[src/rtl/plca_pkg.sv]
// Shared PLCA definitions: PCS transmit command codes, control-FSM state encodings
// and enable constants. Build option PLCA_BURST_EN selects burst support in plca_control.
package plca_pkg;

  // 5B symbols the PCS transmit path expects on tx_cmd
  localparam logic [4:0] SILENCE = 5'b11111;
  localparam logic [4:0] COMMIT  = 5'b11000;
  localparam logic [4:0] BEACON  = 5'b01000;

  localparam logic ENABLE  = 1'b1;
  localparam logic DISABLE = 1'b0;

  typedef enum logic [3:0] {
    ST_DISABLE     = 4'd0,
    ST_RESYNC      = 4'd1,
    ST_SEND_BEACON = 4'd2,
    ST_SYNCING     = 4'd3,
    ST_WAIT_TO     = 4'd4,
    ST_COMMIT      = 4'd5,
    ST_TRANSMIT    = 4'd6,
    ST_BURST       = 4'd7,
    ST_RECEIVE     = 4'd8,
    ST_YIELD       = 4'd9,
    ST_NEXT_TX_OPP = 4'd10
  } plca_state_e;

  function automatic logic [4:0] cmd_for(input plca_state_e st);
    case (st)
      ST_SEND_BEACON:      return BEACON;
      ST_COMMIT, ST_BURST: return COMMIT;
      default:             return SILENCE;
    endcase
  endfunction

endpackage

[src/rtl/plca_timer.sv]
// Loadable bit-time down-counter. start reloads LEN (a tick in that cycle is dropped);
// done rises on the cycle carrying the LEN-th tick and stays high until reloaded.
module plca_timer #(
  parameter int LEN = 32
) (
  input  logic clk,
  input  logic rst,
  input  logic clr,
  input  logic start,
  input  logic bit_tick,
  output logic done
);

  localparam int W = $clog2(LEN + 1);

  logic [W-1:0] cnt;
  logic         expired;

  always_ff @(posedge clk or posedge rst) begin
    if (rst) begin
      cnt     <= '0;
      expired <= 1'b0;
    end else if (clr) begin
      cnt     <= '0;
      expired <= 1'b0;
    end else if (start) begin
      cnt     <= W'(LEN);
      expired <= 1'b0;
    end else if (bit_tick && cnt != '0) begin
      cnt <= cnt - W'(1);
      if (cnt == W'(1)) expired <= 1'b1;
    end
  end

  assign done = expired || (bit_tick && cnt == W'(1));

endmodule

[src/rtl/plca_control.sv]
// PLCA round-robin control FSM for 10BASE-T1S: beacons, transmit opportunities, commit.
// Define PLCA_BURST_EN to enable multi-frame bursts bounded by max_bc.
module plca_control
  import plca_pkg::*;
#(
  parameter int TO_BT     = 32,
  parameter int BEACON_BT = 20,
  parameter int BURST_BT  = 128
) (
  input  logic       clk,
  input  logic       plca_reset,
  input  logic       bit_tick,
  input  logic       plca_en,
  input  logic [7:0] local_nodeID,
  input  logic [7:0] node_count,
  input  logic [7:0] max_bc,
  input  logic       CRS,
  input  logic       rx_beacon,
  input  logic       packet_pending,
  input  logic       TX_EN,
  output logic [4:0] tx_cmd,
  output logic [7:0] curID,
  output logic       committed,
  output logic [3:0] plca_state
);

  plca_state_e state, state_nxt;
  logic        to_done, beacon_done, burst_done;
  logic        entering, coordinator, last_opp;
  logic [7:0]  nc_eff;

`ifdef PLCA_BURST_EN
  logic [7:0] bc;
`else
  logic unused_max_bc;
  assign unused_max_bc = ^max_bc;
`endif

  assign coordinator = (local_nodeID == 8'd0);
  assign nc_eff      = (node_count == 8'd0) ? 8'd1 : node_count;
  assign last_opp    = coordinator && ((curID + 8'd1) >= nc_eff);
  assign entering    = (state_nxt != state);
  assign plca_state  = state;

  always_ff @(posedge clk or posedge plca_reset) begin
    if (plca_reset) state <= ST_DISABLE;
    else            state <= state_nxt;
  end

  always_comb begin
    state_nxt = state;
    case (state)
      ST_DISABLE:     if (plca_en == ENABLE) state_nxt = ST_RESYNC;
      ST_RESYNC:      if (coordinator && to_done && !CRS) state_nxt = ST_SEND_BEACON;
      ST_SEND_BEACON: if (beacon_done) state_nxt = ST_SYNCING;
      ST_SYNCING:     if (!CRS) state_nxt = ST_WAIT_TO;
      ST_WAIT_TO: begin
        if (CRS)                                                  state_nxt = ST_RECEIVE;
        else if ((curID == local_nodeID) && packet_pending)       state_nxt = ST_COMMIT;
        else if (to_done)                                         state_nxt = ST_NEXT_TX_OPP;
      end
      ST_COMMIT: begin
        if (TX_EN)        state_nxt = ST_TRANSMIT;
        else if (to_done) state_nxt = ST_YIELD;
      end
      ST_TRANSMIT: begin
        if (!TX_EN) begin
`ifdef PLCA_BURST_EN
          state_nxt = (bc < max_bc) ? ST_BURST : ST_YIELD;
`else
          state_nxt = ST_YIELD;
`endif
        end
      end
      ST_BURST: begin
        if (TX_EN)           state_nxt = ST_TRANSMIT;
        else if (burst_done) state_nxt = ST_YIELD;
      end
      ST_RECEIVE:     if (!CRS) state_nxt = ST_NEXT_TX_OPP;
      ST_YIELD:       state_nxt = ST_NEXT_TX_OPP;
      ST_NEXT_TX_OPP: state_nxt = last_opp ? ST_SEND_BEACON : ST_WAIT_TO;
      default:        state_nxt = ST_DISABLE;
    endcase
    // A beacon on the line resynchronises everyone not currently driving the medium
    if (rx_beacon && !(state inside {ST_DISABLE, ST_SEND_BEACON, ST_COMMIT,
                                     ST_TRANSMIT, ST_BURST}))
      state_nxt = ST_SYNCING;
    if (plca_en == DISABLE) state_nxt = ST_DISABLE;
  end

  // Moore outputs registered from the next state so they change on the entry edge
  always_ff @(posedge clk or posedge plca_reset) begin
    if (plca_reset) begin
      tx_cmd    <= SILENCE;
      committed <= 1'b0;
      curID     <= 8'd0;
    end else begin
      tx_cmd    <= cmd_for(state_nxt);
      committed <= (state_nxt inside {ST_COMMIT, ST_TRANSMIT, ST_BURST});
      if (state_nxt == ST_DISABLE || state_nxt == ST_SYNCING)
        curID <= 8'd0;
      else if (state == ST_NEXT_TX_OPP && state_nxt == ST_WAIT_TO)
        curID <= curID + 8'd1;
    end
  end

`ifdef PLCA_BURST_EN
  always_ff @(posedge clk or posedge plca_reset) begin
    if (plca_reset) begin
      bc <= 8'd0;
    end else if (state_nxt inside {ST_DISABLE, ST_SYNCING, ST_NEXT_TX_OPP}) begin
      bc <= 8'd0;
    end else if (state == ST_TRANSMIT && state_nxt == ST_BURST) begin
      bc <= bc + 8'd1;
    end
  end
`endif

  plca_timer #(.LEN(TO_BT)) u_to_timer (
    .clk(clk), .rst(plca_reset), .clr(plca_en == DISABLE),
    .start(entering && (state_nxt == ST_RESYNC || state_nxt == ST_WAIT_TO)),
    .bit_tick(bit_tick), .done(to_done)
  );

  plca_timer #(.LEN(BEACON_BT)) u_beacon_timer (
    .clk(clk), .rst(plca_reset), .clr(plca_en == DISABLE),
    .start(entering && state_nxt == ST_SEND_BEACON),
    .bit_tick(bit_tick), .done(beacon_done)
  );

  plca_timer #(.LEN(BURST_BT)) u_burst_timer (
    .clk(clk), .rst(plca_reset), .clr(plca_en == DISABLE),
    .start(entering && state_nxt == ST_BURST),
    .bit_tick(bit_tick), .done(burst_done)
  );

endmodule

[config.mk]
export PLATFORM = sky130hd
export DESIGN_NAME = plca_control
export DESIGN_NICKNAME = d
export VERILOG_FILES = /design/src/rtl/plca_pkg.sv /design/src/rtl/plca_timer.sv /design/src/rtl/plca_control.sv
export SDC_FILE = /design/constraint.sdc
export NUM_CORES = 1
export LEC_CHECK = 0
export CELL_PAD_IN_SITES_DETAIL_PLACEMENT = 1
export CELL_PAD_IN_SITES_GLOBAL_PLACEMENT = 1
export CORE_MARGIN = 3
export CORE_UTILIZATION = 44
export CTS_CLUSTER_DIAMETER = 40
export DETAILED_ROUTE_END_ITERATION = 6
export PLACE_DENSITY_LB_ADDON = 0.1
export SYNTH_ARGS = -nofsm -noshare
export SYNTH_HDL_FRONTEND = slang
export SYNTH_SLANG_ARGS = --single-unit
[constraint.sdc]
create_clock -name clk -period 4.9 [get_ports clk]
set_input_delay 1.47 -clock clk [delete_from_list [all_inputs] [get_ports clk]]
set_output_delay 1.47 -clock clk [all_outputs]
set_load 0.005 [all_outputs]
=== Word level (Yosys, flattened, before mapping) ===
Cells that the tools add are included.

* Bits in registers: 40
* Input bits: 32
* Output and inout bits: 18
* Logic and storage cells: 120

* Add/sub/neg operators: 4
* Magnitude comparators: 1
* Equality and inequality tests: 28
* Multiplexer cells: 41
* Reductions and logical operators: 36

{| class="wikitable"
|+ Operators with widths
! cell !! count
|-
| 2-to-1 mux 4 bit || 14
|-
| 2-to-1 mux 8 bit || 6
|-
| case mux 4 bit (11 select lines) || 1
|-
| equality test 4 x 3 -> 1 bit, second input constant || 8
|-
| 2-to-1 mux 6 bit || 3
|-
| inequality test 3 x 1 -> 1 bit, second input constant || 6
|-
| equality test 4 x 2 -> 1 bit, second input constant || 4
|-
| zero test 8 bit || 2
|-
| logical AND 1 bit || 15
|-
| 2-to-1 mux 5 bit || 3
|-
| equality test 4 bit, second input constant || 3
|-
| 2-to-1 mux 1 bit || 12
|-
| case mux 5 bit (2 select lines) || 1
|-
| nonzero test 5 bit || 2
|-
| adder 8 x 1 -> 8 bit, second input constant || 1
|-
| equality test 4 x 1 -> 1 bit, second input constant || 2
|-
| equality test 8 x 1 -> 1 bit, second input constant || 1
|-
| equality test 8 bit || 1
|-
| >= comparator 8 bit || 1
|-
| zero test 4 bit || 2
|-
| nonzero test 8 bit || 1
|-
| subtractor 8 x 1 -> 8 bit, second input constant || 1
|-
| equality test 6 x 1 -> 1 bit, second input constant || 1
|-
| AND reduction 2 bit || 3
|-
| other kinds (11) || 16
|}

=== Logic depth before layout (Yosys ltp) ===
* Depth after elaboration: 14
* Gate-level depth with buffers: 13
* Mapped depth without buffers: 13

=== Cells and area by module ===
Synthesis repeated with hierarchy kept, for this count alone.

* Cell total of the unflattened synthesis: 331
* Area total of the unflattened synthesis: 3026.7 µm²

{| class="wikitable"
|+ By module, submodules not included
! module !! instances !! cells an instance !! area an instance (µm²) !! sequential area each (µm²)
|-
| plca_control || 1 || 184 || 1641.6 || 377.9
|-
| plca_timer at u_burst_timer || 1 || 64 || 573.0 || 225.2
|-
| plca_timer at u_to_timer || 1 || 46 || 457.9 || 175.2
|-
| plca_timer at u_beacon_timer || 1 || 37 || 354.1 || 150.1
|}

=== Worst setup path after synthesis ===
No wires, ideal clock.

* Kind: input to register
* Start point: input node_count[4]
* End point: register curID[0]
* Setup time: 0.125 ns
* Arrival time: 3.899 ns
* Required time: 4.775 ns
* Path slack: 0.876 ns
* Cell stages on the path: 11
* Buffers on the path: 0
* Cell sequence: nor4_1 a41o_1 ha_1 nand2b_1 a2111o_1 a31oi_4 nor2_2 a211oi_4 xor2_2 o21a_4 mux2_4

* Cells in the longest elaborated chain, start to end: 11
* Elaborated cells on any way between the ends: 15
* Classes of those cells: order compare (1); eq/ne (2); mux (6); reduce/logical (6)

{| class="wikitable"
|+ Ends and longest elaborated chain
! what !! line !! source
|-
| start: declaration || plca_control.sv:15 || <nowiki>input logic [7:0] node_count,</nowiki>
|-
| zero test 8 bit || plca_control.sv:40 || <nowiki>assign nc_eff = (node_count == 8'd0) ? 8'd1 : node_count;</nowiki>
|-
| 2-to-1 mux 8 bit * || plca_control.sv:40 ||
|-
| >= comparator 8 bit * || plca_control.sv:41 || <nowiki>assign last_opp = coordinator && ((curID + 8'd1) >= nc_eff);</nowiki>
|-
| logical AND 1 bit * || plca_control.sv:41 ||
|-
| 2-to-1 mux 3 bit * || plca_control.sv:81 || <nowiki>ST_NEXT_TX_OPP: state_nxt = last_opp ? ST_SEND_BEACON : ST_WAIT_TO;</nowiki>
|-
| case mux 4 bit (11 select lines) * || plca_control.sv:52 || <nowiki>case (state)</nowiki>
|-
| 2-to-1 mux 4 bit * || plca_control.sv:85 || <nowiki>if (rx_beacon && !(state inside {ST_DISABLE, ST_SEND_BEACON, ST_COMMIT,</nowiki>
|-
| 2-to-1 mux 4 bit * || plca_control.sv:88 || <nowiki>if (plca_en == DISABLE) state_nxt = ST_DISABLE;</nowiki>
|-
| equality test 4 x 2 -> 1 bit (tied with other cells) || plca_control.sv:100 || <nowiki>if (state_nxt == ST_DISABLE || state_nxt == ST_SYNCING)</nowiki>
|-
| logical OR 1 bit / logical AND 1 bit (equally long branches) || plca_control.sv:100, plca_control.sv:102 ||
|-
| 2-to-1 mux 8 bit / nonzero test 2 bit (equally long branches) || n/a ||
|-
| end signal: assignment || plca_control.sv:103 || <nowiki>curID <= curID + 8'd1;</nowiki>
|-
| end: declaration || plca_control.sv:22 || <nowiki>output logic [7:0] curID,</nowiki>
|}

Every way passes the cells marked *; elsewhere a longest branch is shown, timed or not.
A chain may end at the register's enable or synchronous reset.

=== Worst setup path in the final report ===
Ends and elaborated chain as after synthesis.

==> out/metrics.csv <==
metric,value,unit
status,"finished, final reports clean",
cts_tree,yes,
drc_errors,0,
clock_sinks,37,
setup_violations,0,
clk_pin_slew,80,ps
slowest_delay,450,ps
port_buffers,40,
gp_congestion,0.827,
fillers,718,
die_x,86.6,µm
placedCellCount,418,
relSlewSlack,25.6,%
grt_max_degree,29,
fmax,225,MHz
multi_input_comb_area,1770,µm²
top_usage_layer,met2,
postCtsSetupBuffers,0,
vias,2441,
cp.required,5070,ps
final_layout_size_suffix_gt1_share,10.5,%
min_from,u_beacon_timer.cnt[4],
io_pins,50,
dp_hpwl,5560,µm
synth_area_leaders,"dfrtp_1 (31%), ha_1 (6.6%), xnor2_1 (5.5%), nor2_1 (3.1%), inv_1 (3.0%)",
overflow,0,
timing.final.crit_share,90.6,%
antenna_found_initial,0,
netlist.top_cell.by_area,dfrtp_1,
cts_resized,0,
worstSetupStartpointType,input port,
rows,28,
fin_crit,4440,ps
area_delta_synth_final,19.9,%
critPathKind,in2reg,
critPathSlowestCell,a2111o_1,
grt_pass1_vias,2572,
cts-htree-levels,2,
r2r_start,curID[0],
root_buffer,clkbuf_8,
cp-end-kind,flop,
ys_ff_latch,37,
regArea,928,µm²
routed_wl,7290,µm
crit_arrival,4620,ps
cp.buffers_inverters,1,
drtAntennaViolNets,0,
die_h,86.6,µm
yosysMostFrequentCell,dfrtp_1,
drt-vias-per-instance,5.73,
die_area,7510,µm²
rrSetupSlack,1300,ps
drt_iter0_markers,89,
met2_usage,35.5,%
maxCapViolCount,0,
async_flop_share,100,%
clk_path_buf_depth,2,
drtPass1Iterations,4,
startpoint,node_count[4],
finalSetupTns,0,ps
wire_per_inst,17.1,µm
synth_edf_count,0,
use_met3,2.76,%
synth_area,2860,µm²
path_cells,clkdlybuf4s50_1 -> nor4_1 -> a41o_1 -> ha_1 -> nand2b_1 -> a2111o_1 -> a31oi_4 -> nor2_2 -> a211oi_4 -> xor2_2 -> o21a_4 -> mux2_4,
power.density,422,nW/µm²
hold_viol_final,0,
ys_seq_area_share,32.4,%
cts_buffers,5,
yosys-top-cells-count,"dfrtp_1 (35), nor2_1 (24), inv_1 (23)",
worst_pin_slew,1120,ps
leakagePower,1.52,nW
clock_latency,290,ps
timing.critical_path.max_delay_family,compound AO/OA/AOI/OAI gates,
slew_violations,0,
grt_pass1_wl,12500,µm
hold_path.class,reg2reg,
ir_drop,0.281,mV
num-nets-final,397,
grt_usage,20.7,%
fin_skew,7.75,ps
avgSynthCellArea,9.17,µm²
synthesis.nets,359,
diodes,0,
grtUsageMet1,27.9,%
start_util,46.9,%
yosys_warnings,0,
final_util,56.3,%
hold_buffers,0,
power,1.45,mW
rsz0062_at_grt,no,
yosysTopAreaCellShare,30.6,%
path_max_fanout,6,
synth_flop_cell,dfrtp_1,
synth.distinct_cells,70,
instances_no_fill,426,
core,6100,µm²
synth_cells,312,
cells by family after synthesis:
group,Yosys count,synth area share [%]
xor gates and xnor gates,25,7.91
DFF,37,32.4
AOI/OAI and AO/OA,80,21.6
and+or+nand+nor,118,25.0
other,1,0.131
buffers and inverters,35,5.86
adders and majority gates,15,6.56
muxes,1,0.525
tightest hold or removal path, stage by stage, from the launching register on:
cell and delay [ps]:
dfrtp_1 360, o211ai_1 90, nand2_1 60
path summary, 6_finish.rpt:
path / to / cells past startpoint
worst max-delay path: curID[0] / 12
worst max register to register: curID[0] / 13
max in group asynchronous: u_to_timer.cnt[3] / 3
worst min register to register: u_beacon_timer.cnt[4] / 2
min in group asynchronous: u_burst_timer.cnt[4] / 2
worst min-delay path: u_beacon_timer.cnt[4] / 2
cell type report:
class	instances	area share (%)
well taps	75	2.74
flip-flops and latches	37	27.1
clock buffers	5	2.01
repair buffers	43	12.3
inverters	23	2.52
multi-input cells	240	51.5
clock inverters	3	1.90
placed cells by master, fill, tap and decap left out, types with 6 or more instances in the layout:
cell             Yosys  layout
clkdlybuf4s50_1      0      40
dfrtp_1             35      35
nor2_1              24      24
inv_1               23      23
nand2_1             20      20
xnor2_1             18      18
o21ai_0             17      17
ha_1                15      15
and3_1              11      11
nand3_1              9       9
nor2b_1              7       7
nor4_1               7       7
nor3_1               7       7
a21oi_1              7       7
a22o_1               6       6
xor2_1               6       6
state kept, by name, indices dropped and copies added (netlist names):
signal / cells
u_burst_timer.cnt: 8
u_beacon_timer.expired: 1
u_to_timer.expired: 1
u_to_timer.cnt: 6
u_beacon_timer.cnt: 5
committed: 1
tx_cmd: 2
curID: 8
u_burst_timer.expired: 1
plca_state: 4
power by group:
group / switching [mW] / internal, mW
Clock: 0.118 / 0.202
Combinational: 0.341 / 0.299
Sequential: 0.109 / 0.379
Total: 0.569 / 0.880
metrics by stage:
step	worst slack [ps]	hold slack [ps]	cell area, µm²
floorplan	876	487	2860
global placement	152	513	3300
detailed placement	112	529	3300
CTS	411	550	3430
global route	290	590	3430
finish	459	546	3430
per-layer routing:
| layer | wire, µm | share of wire, % | vias to the layer above |
|---|---|---|---|
| met1 | 3460 | 47 | 1188 |
| li1 | - | - | 1208 |
| met3 | 193 | 2.6 | 7 |
| met2 | 3580 | 49 | 38 |
| met5 | 0 | 0 | - |
| met4 | 55 | 0.75 | 0 |
Note: power is estimated with default switching activity, not from simulation.
